File: config.mk
export PLATFORM = sky130hd
export DESIGN_NAME = demux_class_buf
export DESIGN_NICKNAME = d
export VERILOG_FILES = /design/src/rtl/demux_class_buf_pkg.sv /design/src/rtl/demux_class_buf_class_fifo.sv /design/src/rtl/demux_class_buf.sv
export SDC_FILE = /design/constraint.sdc
export NUM_CORES = 1
export LEC_CHECK = 0
export ABC_AREA = 1
export CAP_MARGIN = 30
export CORE_ASPECT_RATIO = 0.6
export CORE_MARGIN = 4
export CORE_UTILIZATION = 45
export DETAILED_ROUTE_END_ITERATION = 6
export PLACE_DENSITY = 0.67
export SETUP_SLACK_MARGIN = 0.5
export SYNTH_ARGS = -nofsm -noshare
export SYNTH_HDL_FRONTEND = slang
export SYNTH_SLANG_ARGS = --single-unit
File: constraint.sdc
create_clock -name clk -period 1.9 [get_ports clk]
set_input_delay 0.38 -clock clk [delete_from_list [all_inputs] [get_ports clk]]
set_output_delay 0.38 -clock clk [all_outputs]
set_load 0.005 [all_outputs]
File: src/rtl/demux_class_buf_pkg.sv
// Shared definitions for the 4-class receive demultiplexer: word layout,
// class encodings and the idle code.
package demux_class_buf_pkg;

  localparam int DATA_W      = 12;
  localparam int CLASS_W     = 2;
  localparam int CLASS_MSB   = 11;
  localparam int CLASS_LSB   = 10;
  localparam int NUM_CLASSES = 4;

  typedef enum logic [CLASS_W-1:0] {
    CLS0 = 2'd0,
    CLS1 = 2'd1,
    CLS2 = 2'd2,
    CLS3 = 2'd3
  } class_e;

  localparam logic [DATA_W-1:0] IDLE_WORD = 12'd0;

  function automatic class_e word_class(input logic [DATA_W-1:0] word);
    return class_e'(word[CLASS_MSB:CLASS_LSB]);
  endfunction

endpackage

File: src/rtl/demux_class_buf_class_fifo.sv
// Single-class first-word-fall-through FIFO. Flags come from the registered
// occupancy only; overflow/underflow are single-cycle pulses.
module class_fifo
  import demux_class_buf_pkg::*;
#(
  parameter int DEPTH    = 4,
  parameter int AF_LEVEL = 3
) (
  input  logic              clk,
  input  logic              reset_L,
  input  logic              push_i,
  input  logic [DATA_W-1:0] data_i,
  input  logic              pop_i,
  output logic [DATA_W-1:0] data_o,
  output logic              empty_o,
  output logic              full_o,
  output logic              almost_full_o,
  output logic              overflow_o,
  output logic              underflow_o
);

  localparam int PTR_W = $clog2(DEPTH);
  localparam int CNT_W = PTR_W + 1;

  logic [DATA_W-1:0] mem_q [DEPTH];
  logic [PTR_W-1:0]  wr_ptr_q, wr_ptr_d;
  logic [PTR_W-1:0]  rd_ptr_q, rd_ptr_d;
  logic [CNT_W-1:0]  count_q, count_d;
  logic              wr_en_s, rd_en_s, empty_s, full_s;

  always_comb begin
    empty_s  = (count_q == {CNT_W{1'b0}});
    full_s   = (count_q == CNT_W'(DEPTH));
    wr_en_s  = push_i && !full_s;
    rd_en_s  = pop_i && !empty_s;
    wr_ptr_d = wr_en_s ? (wr_ptr_q + PTR_W'(1)) : wr_ptr_q;
    rd_ptr_d = rd_en_s ? (rd_ptr_q + PTR_W'(1)) : rd_ptr_q;
    case ({wr_en_s, rd_en_s})
      2'b10:   count_d = count_q + CNT_W'(1);
      2'b01:   count_d = count_q - CNT_W'(1);
      default: count_d = count_q;
    endcase
  end

  always_ff @(posedge clk or negedge reset_L) begin
    if (!reset_L) begin
      wr_ptr_q <= {PTR_W{1'b0}};
      rd_ptr_q <= {PTR_W{1'b0}};
      count_q  <= {CNT_W{1'b0}};
    end else begin
      wr_ptr_q <= wr_ptr_d;
      rd_ptr_q <= rd_ptr_d;
      count_q  <= count_d;
    end
  end

  // Storage needs no reset: the head is masked to zero whenever the FIFO is empty.
  always_ff @(posedge clk) begin
    if (wr_en_s) begin
      mem_q[wr_ptr_q] <= data_i;
    end
  end

  assign data_o        = empty_s ? {DATA_W{1'b0}} : mem_q[rd_ptr_q];
  assign empty_o       = empty_s;
  assign full_o        = full_s;
  assign almost_full_o = (count_q >= CNT_W'(AF_LEVEL));
  assign overflow_o    = push_i && full_s;
  assign underflow_o   = pop_i && empty_s;

endmodule

File: src/rtl/demux_class_buf.sv
// Steers an incoming word stream into four per-class FWFT FIFOs by the class
// field in the top two bits; idle (all-zero) words are never stored.
module demux_class_buf
  import demux_class_buf_pkg::*;
#(
  parameter int DEPTH    = 4,
  parameter int AF_LEVEL = 3
) (
  input  logic              clk,
  input  logic              reset_L,
  input  logic [DATA_W-1:0] data_in,
  input  logic              push,
  output logic              ready,
  input  logic              pop0,
  input  logic              pop1,
  input  logic              pop2,
  input  logic              pop3,
  output logic [DATA_W-1:0] data_out0,
  output logic [DATA_W-1:0] data_out1,
  output logic [DATA_W-1:0] data_out2,
  output logic [DATA_W-1:0] data_out3,
  output logic              empty0,
  output logic              empty1,
  output logic              empty2,
  output logic              empty3,
  output logic              full0,
  output logic              full1,
  output logic              full2,
  output logic              full3,
  output logic              almost_full0,
  output logic              almost_full1,
  output logic              almost_full2,
  output logic              almost_full3,
  output logic              err_overflow,
  output logic              err_underflow
);

  class_e                 cls_s;
  logic [NUM_CLASSES-1:0] push_s, pop_s, empty_s, full_s, af_s, ovf_s, unf_s;
  logic [DATA_W-1:0]      dout_s [NUM_CLASSES];
  logic                   err_overflow_q, err_overflow_d;
  logic                   err_underflow_q, err_underflow_d;

  // Ready looks only at registered fullness, so a same-cycle pop never opens a full class.
  always_comb begin
    cls_s          = word_class(data_in);
    push_s         = {NUM_CLASSES{1'b0}};
    push_s[cls_s]  = push && (data_in != IDLE_WORD);
    ready          = !full_s[cls_s];
    err_overflow_d  = err_overflow_q || (|ovf_s);
    err_underflow_d = err_underflow_q || (|unf_s);
  end

  assign pop_s = {pop3, pop2, pop1, pop0};

  for (genvar g = 0; g < NUM_CLASSES; g++) begin : g_fifo
    class_fifo #(
      .DEPTH   (DEPTH),
      .AF_LEVEL(AF_LEVEL)
    ) u_fifo (
      .clk          (clk),
      .reset_L      (reset_L),
      .push_i       (push_s[g]),
      .data_i       (data_in),
      .pop_i        (pop_s[g]),
      .data_o       (dout_s[g]),
      .empty_o      (empty_s[g]),
      .full_o       (full_s[g]),
      .almost_full_o(af_s[g]),
      .overflow_o   (ovf_s[g]),
      .underflow_o  (unf_s[g])
    );
  end

  always_ff @(posedge clk or negedge reset_L) begin
    if (!reset_L) begin
      err_overflow_q  <= 1'b0;
      err_underflow_q <= 1'b0;
    end else begin
      err_overflow_q  <= err_overflow_d;
      err_underflow_q <= err_underflow_d;
    end
  end

  assign err_overflow  = err_overflow_q;
  assign err_underflow = err_underflow_q;

  assign data_out0 = dout_s[0];
  assign data_out1 = dout_s[1];
  assign data_out2 = dout_s[2];
  assign data_out3 = dout_s[3];
  assign {empty3, empty2, empty1, empty0}                         = empty_s;
  assign {full3, full2, full1, full0}                             = full_s;
  assign {almost_full3, almost_full2, almost_full1, almost_full0} = af_s;

endmodule

# Word level (Yosys, flattened, before mapping)
# Memories as Yosys holds them, arrays and structs flattened.
# Index checks and enable logic that the tools add are counted.
[op_classes] reduce_logical=40 bitwise=1 n_mux=20 n_lt_le_gt_ge=6 eq_ne=12 addsub=16
[ops] cell="$mux 12" count=4
[ops] cell="$pmux 3 s2" count=4
[ops] cell="$logic_and 1x1->1" count=18
[ops] cell="$add 2x1->2 const B" count=8
[ops] cell="$add 3x1->3 const B" count=4
[ops] cell="$eq 3x3->1 const B" count=4
[ops] cell="$ge 3x2->1 const B" count=4
[ops] cell="$logic_not 3->1" count=4
[ops] cell="$reduce_bool 12->1" count=1
[ops] cell="$sub 3x1->3 const B" count=4
[ops] cell="$mux 1" count=10
[ops] cell="$logic_not 1->1" count=9
[ops] cell="$eq 2x1->1 const B" count=4
[ops] cell="$eq 2x2->1 const B" count=4
[ops] cell="$reduce_bool 2->1" count=4
[ops] cell="$reduce_or 4->1" count=2
[ops] cell="$and 4x4->4" count=1
[ops] cell="$lt 2x3->1 const B" count=1
[ops] cell="$bmux 1 s2" count=1
[ops] cell="$demux 1 s2" count=1
[ops] cell="$ge 2x1->1 const B" count=1
[ops] cell="$logic_or 1x1->1" count=2
[totals] ramBits=192 mem_count=4 register_bits=30 out_inout_bits=63 wordCells=113
[memory_table] name="g_fifo[0].u_fifo.mem_q" depth=4 width=12 rd=1 rd_ports_with_merged_regs=0 write_ports=1 line_no="demux_class_buf_class_fifo.sv:25" source="logic [DATA_W-1:0] mem_q [DEPTH];"
[memory_table] name="g_fifo[1].u_fifo.mem_q" depth=4 width=12 rd=1 rd_ports_with_merged_regs=0 write_ports=1 line_no="demux_class_buf_class_fifo.sv:25"
[memory_table] name="g_fifo[2].u_fifo.mem_q" depth=4 width=12 rd=1 rd_ports_with_merged_regs=0 write_ports=1 line_no="demux_class_buf_class_fifo.sv:25"
[memory_table] name="g_fifo[3].u_fifo.mem_q" depth=4 width=12 rd=1 rd_ports_with_merged_regs=0 write_ports=1 line_no="demux_class_buf_class_fifo.sv:25"

# Depth between registers and ports, before layout
# Gate-level depths: netlist (run 1).
[logic_depth] word_depth=8 ltp_mapped=11 depth_no_buf=11

# Hierarchy
# From an unflattened synthesis (run 1), not the netlist that was laid out.
[unflattened] hier_cells=1047 hier_area_um2=10706.5
[by_module_without_submodules] module="class_fifo" instances=4 area_each_um2=2627.5 seq_area_each_um2=1616.6 cells_each=253
[by_module_without_submodules] module="demux_class_buf" instances=1 area_each_um2=196.4 seq_area_each_um2=50.0 cells_each=35

# Least setup slack after synthesis (run 1)
# Ideal clock, no wire load.
[synth_path] kind="register to register" start="register g_fifo[3].u_fifo.count_q[0]" end="register g_fifo[3].u_fifo.count_q[2]" required_ps=1769 arrival_ps=1851 n_path_buf=1 path_stages_with_launch=12 path_slack_ps=-81 path_cell_list="dfrtp_1 -> inv_1 -> nand3_1 -> inv_1 -> or2_0 -> buf_2 -> ha_1 -> inv_1 -> fa_1 -> a21oi_1 -> o21ai_0 -> xor2_1"
[synth_between] elab_chain_cells=5 elab_cells_between_ends=12 classes_between="2 x add/sub; 3 x eq/ne; 1 x mux; 6 x reduce/logical"
[synth_lines] element="start, declared" line_no="demux_class_buf_class_fifo.sv:28" source="logic [CNT_W-1:0] count_q, count_d;"
[synth_lines] element="start signal, assigned" line_no="demux_class_buf_class_fifo.sv:49" source="count_q <= {CNT_W{1'b0}};"
[synth_lines] element="start signal, assigned" line_no="demux_class_buf_class_fifo.sv:53" source="count_q <= count_d;"
[synth_lines] element="$eq 3x3->1 *" line_no="demux_class_buf_class_fifo.sv:33" source="full_s = (count_q == CNT_W'(DEPTH));"
[synth_lines] element="net full3" line_no="demux_class_buf.sv:29" source="output logic full3,"
[synth_lines] element="$logic_not 1->1 *" line_no="demux_class_buf_class_fifo.sv:34" source="wr_en_s = push_i && !full_s;"
[synth_lines] element="$logic_and 1x1->1 *" line_no="demux_class_buf_class_fifo.sv:34"
[synth_lines] element="$eq 2x1->1 or $eq 2x2->1 (tied branches)" line_no="demux_class_buf_class_fifo.sv:38" source="case ({wr_en_s, rd_en_s})"
[synth_lines] element="$pmux 3 s2 or $reduce_bool 2->1 (tied branches)"
# Mark *: on every way through the listed nets, which the timed path passes. The rest lies on a longest branch.
# A chain may end at the register's enable or synchronous reset.

# Worst setup path in the final report (run 1)
[layout_path] start="register g_fifo[0].u_fifo.rd_ptr_q[1]" end="output data_out0[10]"
[layout_between] elab_chain_cells=2
[layout_lines] element="start, declared" line_no="demux_class_buf_class_fifo.sv:27" source="logic [PTR_W-1:0] rd_ptr_q, rd_ptr_d;"
[layout_lines] element="start signal, assigned" line_no="demux_class_buf_class_fifo.sv:48" source="rd_ptr_q <= {PTR_W{1'b0}};"
[layout_lines] element="start signal, assigned" line_no="demux_class_buf_class_fifo.sv:52" source="rd_ptr_q <= rd_ptr_d;"
[layout_lines] element="$mem_v2 4x12"
[layout_lines] element="$mux 12" line_no="demux_class_buf_class_fifo.sv:64" source="assign data_o = empty_s ? {DATA_W{1'b0}} : mem_q[rd_ptr_q];"
[layout_lines] element="end, declared" line_no="demux_class_buf.sv:18" source="output logic [DATA_W-1:0] data_out0,"
# Every way passes these cells.

==> results of run 1 <==
-- power by group through the flow --
stage                     sequential [mW]  clock (mW)  combinational (mW)
final                                6.31        4.04                13.7
after global routing                 6.36        4.29                14.4
after CTS                            6.23        4.01                11.3
after detailed placement             6.26           0                8.52
after global placement               6.25           0                8.35
after floorplan                      6.18           0                3.87
-- cell families after synthesis --
family                     after synthesis
xor gates and xnor gates                19
AOI/OAI and AO/OA                      164
adders and majority gates               24
and+or+nand+nor                        270
DFF                                    222
buffers and inverters                   98
-- sequential cells by signal, indices dropped and copies added, names as in the netlist --
signal                  count
g_fifo.u_fifo.wr_ptr_q      8
err_overflow                1
err_underflow               1
g_fifo.u_fifo.rd_ptr_q      8
g_fifo.u_fifo.count_q      12
g_fifo.u_fifo.mem_q       192
-- through the flow --
stage	hold slack, ns	setup slack [ns]	power, mW
6_report	0.4851	-0.3709	24.06
3_5_place_dp	0.4717	-0.5837	14.78
4_1_cts	0.4619	-0.2792	21.55
3_3_place_gp	0.4563	-0.5507	14.61
2_1_floorplan	0.08441	0.05861	10.05
5_1_grt	0.4701	-0.4087	25.10
-- tightest hold or removal path: cells and delay by family --
kind                   cells  cell delay, ns
buffers and inverters      3            0.50
-- per-layer routing --
| layer | vias up | wire [µm] | global-route usage |
|---|---|---|---|
| li1 | 3376 | - | - |
| met1 | 3834 | 12690 | 0.3492 |
| met2 | 438 | 15310 | 0.3689 |
| met3 | 84 | 3065 | 0.04411 |
| met4 | 0 | 1138 | 0.05659 |
| met5 | - | 0 | 0 |
-- synth_stat cells (4+ instances only) --
| master | number | area, µm² |
|---|---|---|
| o21ai_0 | 106 | 530.5 |
| xor2_1 | 15 | 131.4 |
| nand3_1 | 12 | 60.06 |
| edfxtp_1 | 192 | 5766 |
| a21oi_1 | 54 | 270.3 |
| xnor2_1 | 4 | 35.03 |
| dfrtp_1 | 30 | 750.7 |
| clkbuf_1 | 16 | 60.06 |
| fa_1 | 4 | 80.08 |
| buf_2 | 17 | 85.08 |
| inv_2 | 6 | 22.52 |
| nor2_1 | 225 | 844.6 |
| nand2_1 | 22 | 82.58 |
| inv_1 | 57 | 214.0 |
| ha_1 | 20 | 250.2 |
-- worst max path at each step --
stage	start	to
3_5_place_dp	data_in[5]	g_fifo[0].u_fifo.count_q[2]$_DFFE_PN0P_
6_report	g_fifo[0].u_fifo.rd_ptr_q[1]$_DFFE_PN0P_	data_out0[10]
3_3_place_gp	data_in[5]	g_fifo[0].u_fifo.count_q[2]$_DFFE_PN0P_
2_1_floorplan	g_fifo[2].u_fifo.count_q[0]$_DFFE_PN0P_	g_fifo[2].u_fifo.mem_q[2][0]$_DFFE_PP_
4_1_cts	g_fifo[1].u_fifo.rd_ptr_q[0]$_DFFE_PN0P_	data_out1[0]
5_1_grt	g_fifo[0].u_fifo.rd_ptr_q[1]$_DFFE_PN0P_	data_out0[10]
-- area by class of cell --
| cell class | instances | area [µm²] | area share |
|---|---|---|---|
| repair inverters | 1 | 8.758 | 0.0005859 |
| well taps | 273 | 341.6 | 0.02285 |
| repair buffers | 332 | 3580 | 0.2395 |
| clock inverters | 13 | 102.6 | 0.006864 |
| multi-input cells | 477 | 3551 | 0.2375 |
| flip-flops and latches | 222 | 6525 | 0.4365 |
| clock buffers | 24 | 536.8 | 0.03591 |
| inverters | 63 | 302.8 | 0.02026 |
-- what timing repair did --
action	in CTS	in global routing
hold endpoints to repair	30	0
resized for setup	612	207
hold buffers	1	0
pin swaps	138	91
setup buffers	80	27
setup endpoints to repair	274	279
cloned	17	2
==> run summary, run 1 <==
Compound-gate portion of the synthesized area -> 0.08894
Register area share after synthesis -> 0.7008
Synth Cell Area -> 9299 µm²
Total core area -> 20170 µm²
RR Endpoint -> g_fifo[0].u_fifo.count_q[2]$_DFFE_PN0P_
Synth Area per Inst -> 11.67 µm²
I/O pin count -> 82
Max stage delay on crit path -> 0.43 ns
Fin area -> 14950 µm²
Die ar. -> 23100 µm²
Row Count -> 40
Critical Path End Type -> primary output
DRT Pass-1 Iters -> 5
Critical path peak fanout -> 3
Fin crit period -> 2.271 ns
Status -> complete, but fails checks
Share of async-settable or async-resettable flops after synthesis -> 0.1351
First-pass GRT wire length -> 42.53 mm
Initial antenna violation count -> 0
Slowest stage cell on the critical path -> dfrtp_1
Max-slew headroom -> 0.4520
Port bufs -> 81
Clock Tree Root -> clkbuf_16
Net Count, Synth -> 840
CP Class -> reg2out
Final Hold Viols -> 0
Skew-Pair Late Insertion Delay -> 0.51 ns
Fmax -> 0.4404 GHz
Main synth FF type -> edfxtp_1
Vias in the first global route -> 7205
Stages on worst setup path -> 6
# fillers -> 1137
Flop pwr share -> 0.262
Post-synthesis register bit count -> 222
Post-DRT Antenna Nets -> 0
Drt wl/cell -> 22.92 µm
DRT Wirelength -> 32.20 mm
Violated checks -> setup timing
CTS tree -> done
Simple-Gate Fraction of Synth Area -> 0.1150
HPWL after DPL -> 15.36 mm
R2R setup slack -> -0.28 ns
P_sw -> 9.135 mW
Final worst-path setup slack -> -0.3709 ns
Kind of cell adding the most delay to the critical path -> buffers and inverters
Number of synthesized flops with an enable pin -> 192
Cells after Synth -> 797
Critical Path RT -> 1.52 ns
Post-route insts no fill -> 1405
R2R cell count -> 14
Min-Delay Endpoint -> g_fifo[1].u_fifo.mem_q[3][11]$_DFFE_PP_
Worst-path clk slew -> 0.08 ns
Cell-internal power -> 14.92 mW
Grt total ovfl -> 0
Setup TNS -> -16.40 ns
XOR/XNOR share of the synthesized area -> 0.01790
Final nets -> 1161
Dpl cells -> 1241
Area delta synth->final -> 60.75%
Logic gate share of total power -> 0.570
H-tree levels -> 1
Area after DPL -> 11710 µm²
Worst r2r src -> g_fifo[0].u_fifo.count_q[0]$_DFFE_PN0P_
Switch share -> 0.3797
GPL Wtd Cong -> 0.8394
Commonest non-fill, non-tap cell in the layout -> edfxtp_1
Tightest Pin Transition -> 0.8220 ns
Share of cells above drive strength 1 -> 0.5212
Starting Density -> 0.4610
RSZ-0062 raised after global routing -> yes
Yosys cell types -> 26
Final Max Tran Viols -> 0
Num CTS Buffers -> 21
HP Class -> in2reg
Vias -> 7732
CTS Buffer Depth -> 3
PD cells -> 1609 nW/µm²
Die Span Y -> 119.4 µm
Most frequent cells in the layout -> edfxtp_1 (192), buf_6 (111), nor2_1 (97)
HP Start -> data_in[11]
Clock power frac -> 0.168
Worst hold path depth -> 3
CTS sink count -> 222
Largest family of logic cells by synthesized area -> simple AND/OR/NAND/NOR gates
CP arrival -> 1.89 ns
Buffers & Inverters on Critical Path -> 3
N_diodes -> 0
Clk_skew -> 0.02428 ns
Die Wd -> 193.6 µm
Layout Utilization -> 0.7411
Ys Warns -> 0
Leak Pwr -> 5.708 nW
Fin crit share -> 1.195
DR vias/cell -> 5.503
Finish-stage setup viols -> 129
CP Launch Type -> register
Max_cap viols -> 0
Largest net degree at the start of global routing -> 31
Adder-Cell Fraction of Synth Area -> 0.03552
Overall routing resource usage -> 0.2370
Mux contribution to synthesized area -> 0
Worst-path cell chain -> clkinvlp_4 > buf_6 > nor2_1 > o21ai_1 > a21oi_2 > buf_2
Starting DRT DRC Count -> 880
Max IR drop VDD -> 981.3 µV
DRC Markers -> 0
No activity file was read; power rests on OpenSTA's default activity.
==> run 2: changes to the inputs <==
--- a/config.mk
+++ b/config.mk
@@ -8,7 +8,7 @@
 export ABC_AREA = 1
 export CAP_MARGIN = 30
 export CORE_ASPECT_RATIO = 0.6
-export CORE_MARGIN = 4
+export CORE_MARGIN = 5
 export CORE_UTILIZATION = 45
 export DETAILED_ROUTE_END_ITERATION = 6
 export PLACE_DENSITY = 0.67
==> run 2 against run 1 <==
Net effect:
- the run ends with DRC, setup timing left
- maximum frequency up 0.21%
- core utilization shrank 1.9 points
- wire length down 11%
- largest cell class unchanged
- sequential share of layout area increased by 1.1 points
- first-iteration DRC count decreased by 32%
- power shrank 4.1%
- hold slack worse by 0.0083 ns
- clock power about the same
- sequential power is essentially flat
- via count is 4.7% lower
==> run summary, run 2 (synthesis results as in run 1) <==
Status -> complete, but fails checks
Violated checks -> DRC, setup timing
RSZ-0062 raised after global routing -> yes
HPWL after DPL -> 15.42 mm
I/O pin count -> 82
Critical Path RT -> 1.52 ns
Post-route insts no fill -> 1400
Clk_skew -> 0.01099 ns
Largest net degree at the start of global routing -> 31
Buffers & Inverters on Critical Path -> 4
Slowest stage cell on the critical path -> dfrtp_2
Fin crit share -> 1.193
Die Wd -> 195.6 µm
GPL Wtd Cong -> 0.8144
# fillers -> 1256
Max-slew headroom -> 0.4823
Clock Tree Root -> clkbuf_16
Max_cap viols -> 0
Stages on worst setup path -> 8
Finish-stage setup viols -> 65
CTS sink count -> 222
R2R cell count -> 12
Kind of cell adding the most delay to the critical path -> buffers and inverters
Most flops, register -> g_fifo.u_fifo.mem_q
Commonest non-fill, non-tap cell in the layout -> edfxtp_1
Fin crit period -> 2.266 ns
First-pass GRT wire length -> 41.11 mm
DR vias/cell -> 5.261
Die Span Y -> 121.4 µm
Critical Path End Type -> primary output
R2R setup slack -> -0.16 ns
Num CTS Buffers -> 21
Skew-Pair Late Insertion Delay -> 0.50 ns
CP Class -> reg2out
Final Hold Viols -> 0
Row Count -> 40
Fin area -> 14560 µm²
Final Max Tran Viols -> 0
HP Class -> in2async
Vias in the first global route -> 7270
CP Launch Type -> register
Critical path startpoint -> g_fifo[0].u_fifo.rd_ptr_q[0]$_DFFE_PN0P_
CTS tree -> done
Drt wl/cell -> 20.45 µm
DRT Wirelength -> 28.63 mm
Crit path capture -> data_out0[7]
Sequential Area -> 6521 µm²
Max stage delay on crit path -> 0.46 ns
N_diodes -> 0
Footprint of the multi-input gates -> 3366 µm²
Overall routing resource usage -> 0.2240
Post-DRT Antenna Nets -> 0
Worst r2r src -> g_fifo[1].u_fifo.count_q[0]$_DFFE_PN0P_
DRT Pass-1 Iters -> 7
CTS Buffer Depth -> 3
Starting Density -> 0.4610
Critical path peak fanout -> 5
Die ar. -> 23730 µm²
Port bufs -> 81
Grt total ovfl -> 0
Final worst-path setup slack -> -0.3662 ns
Max IR drop VDD -> 843.7 µV
H-tree levels -> 1
CP dominant cell by count -> buf_6
DRC Markers -> 2
PD cells -> 1584 nW/µm²
Biggest regs -> g_fifo.u_fifo.mem_q x192, g_fifo.u_fifo.count_q x12
CP arrival -> 1.89 ns
Most frequent cells in the layout -> edfxtp_1 (192), nor2_1 (122), buf_6 (108)
Dpl cells -> 1239
Leak Pwr -> 5.592 nW
Starting DRT DRC Count -> 597
Worst-path cell chain -> buf_6 > buf_6 > buf_8 > nor2_4 > nor2_1 > o21ai_1 > a21oi_2 > buf_2
Area after DPL -> 11610 µm²
Area delta synth->final -> 56.55%
Fmax -> 0.4413 GHz
Max reg flops -> 192
Worst-path clk slew -> 0.07 ns
Total core area -> 20170 µm²
Final nets -> 1160
Vias -> 7365
Tightest Pin Transition -> 0.7765 ns
Initial antenna violation count -> 5
RR Endpoint -> g_fifo[1].u_fifo.count_q[2]$_DFFE_PN0P_
Share of cells above drive strength 1 -> 0.5040
==> run 2: cell count changes in the layout (fill, tap and decap cells not counted), sizes merged <==
cell,change
clkinv,-2
inv,-3
clkinvlp,-1
clkbuf,-1
bufinv,+1
buf,+1
==> run 2: worst min-delay path by stage <==
stage	slack [ns]	to
6_report	0.48	g_fifo[0].u_fifo.count_q[0]$_DFFE_PN0P_
5_1_grt	0.48	g_fifo[0].u_fifo.mem_q[2][11]$_DFFE_PP_
4_1_cts	0.46	g_fifo[0].u_fifo.mem_q[2][11]$_DFFE_PP_
3_5_place_dp	0.46	err_overflow$_DFF_PN0_
3_3_place_gp	0.45	err_overflow$_DFF_PN0_
2_1_floorplan	0.08	err_overflow$_DFF_PN0_
==> run 2: power by group <==
part | switching [mW] | total (mW) | internal (mW)
Sequential | 0.462 | 6.32 | 5.86
Combinational | 6.17 | 12.7 | 6.50
Clock | 1.78 | 4.07 | 2.29
Total | 8.41 | 23.1 | 14.7
==> run 2: metrics by stage <==
step | power (mW) | hold slack, ns | util | setup TNS [ns] | setup slack, ns
floorplan | 10.05 | 0.08441 | - | 0 | 0.05861
global placement | 14.47 | 0.4522 | 0.5759 | -83.98 | -0.5794
detailed placement | 14.62 | 0.4585 | 0.5759 | -90.24 | -0.6114
CTS | 21.14 | 0.4569 | 0.6791 | -9.733 | -0.3046
global route | 24.22 | 0.4758 | 0.7218 | -16.95 | -0.4293
finish | 23.07 | 0.4768 | 0.7218 | -12.15 | -0.3662
==> run 2: layout make-up <==
class / count / area share
Sequential cell: 222 / 0.4480
Multi-Input combinational cell: 477 / 0.2312
Clock buffer: 24 / 0.03687
Timing Repair Buffer: 332 / 0.2326
Tap cell: 273 / 0.02346
Clock inverter: 9 / 0.007048
Inverter: 63 / 0.02089
==> run 2: repair_timing <==
| item | 4_1_cts | 5_1_grt |
|---|---|---|
| pin swaps | 99 | 102 |
| hold buffers | 1 | 0 |
| endpoints found under the setup margin | 273 | 281 |
| gates cloned | 9 | 3 |
| setup buffers | 94 | 21 |
| hold endpoints to repair | 30 | 0 |
| gates resized for setup | 567 | 179 |
==> run 2: layer usage <==
layer  part of all wire  vias up  global-route usage
li1                   -     3368                   -
met1               0.43     3637              0.3130
met2               0.47      288              0.3579
met3              0.076       66             0.05855
met4              0.023        6             0.04621
met5             0.0016        -                   0
==> run 3: changes to the inputs <==
--- a/config.mk
+++ b/config.mk
@@ -11,6 +11,7 @@
 export CORE_MARGIN = 5
 export CORE_UTILIZATION = 45
 export DETAILED_ROUTE_END_ITERATION = 6
+export HOLD_SLACK_MARGIN = 0.03
 export PLACE_DENSITY = 0.67
 export SETUP_SLACK_MARGIN = 0.5
 export SYNTH_ARGS = -nofsm -noshare
==> results of run 3 <==
No change in the layout: final DEF, timing and power equal those of run 2.
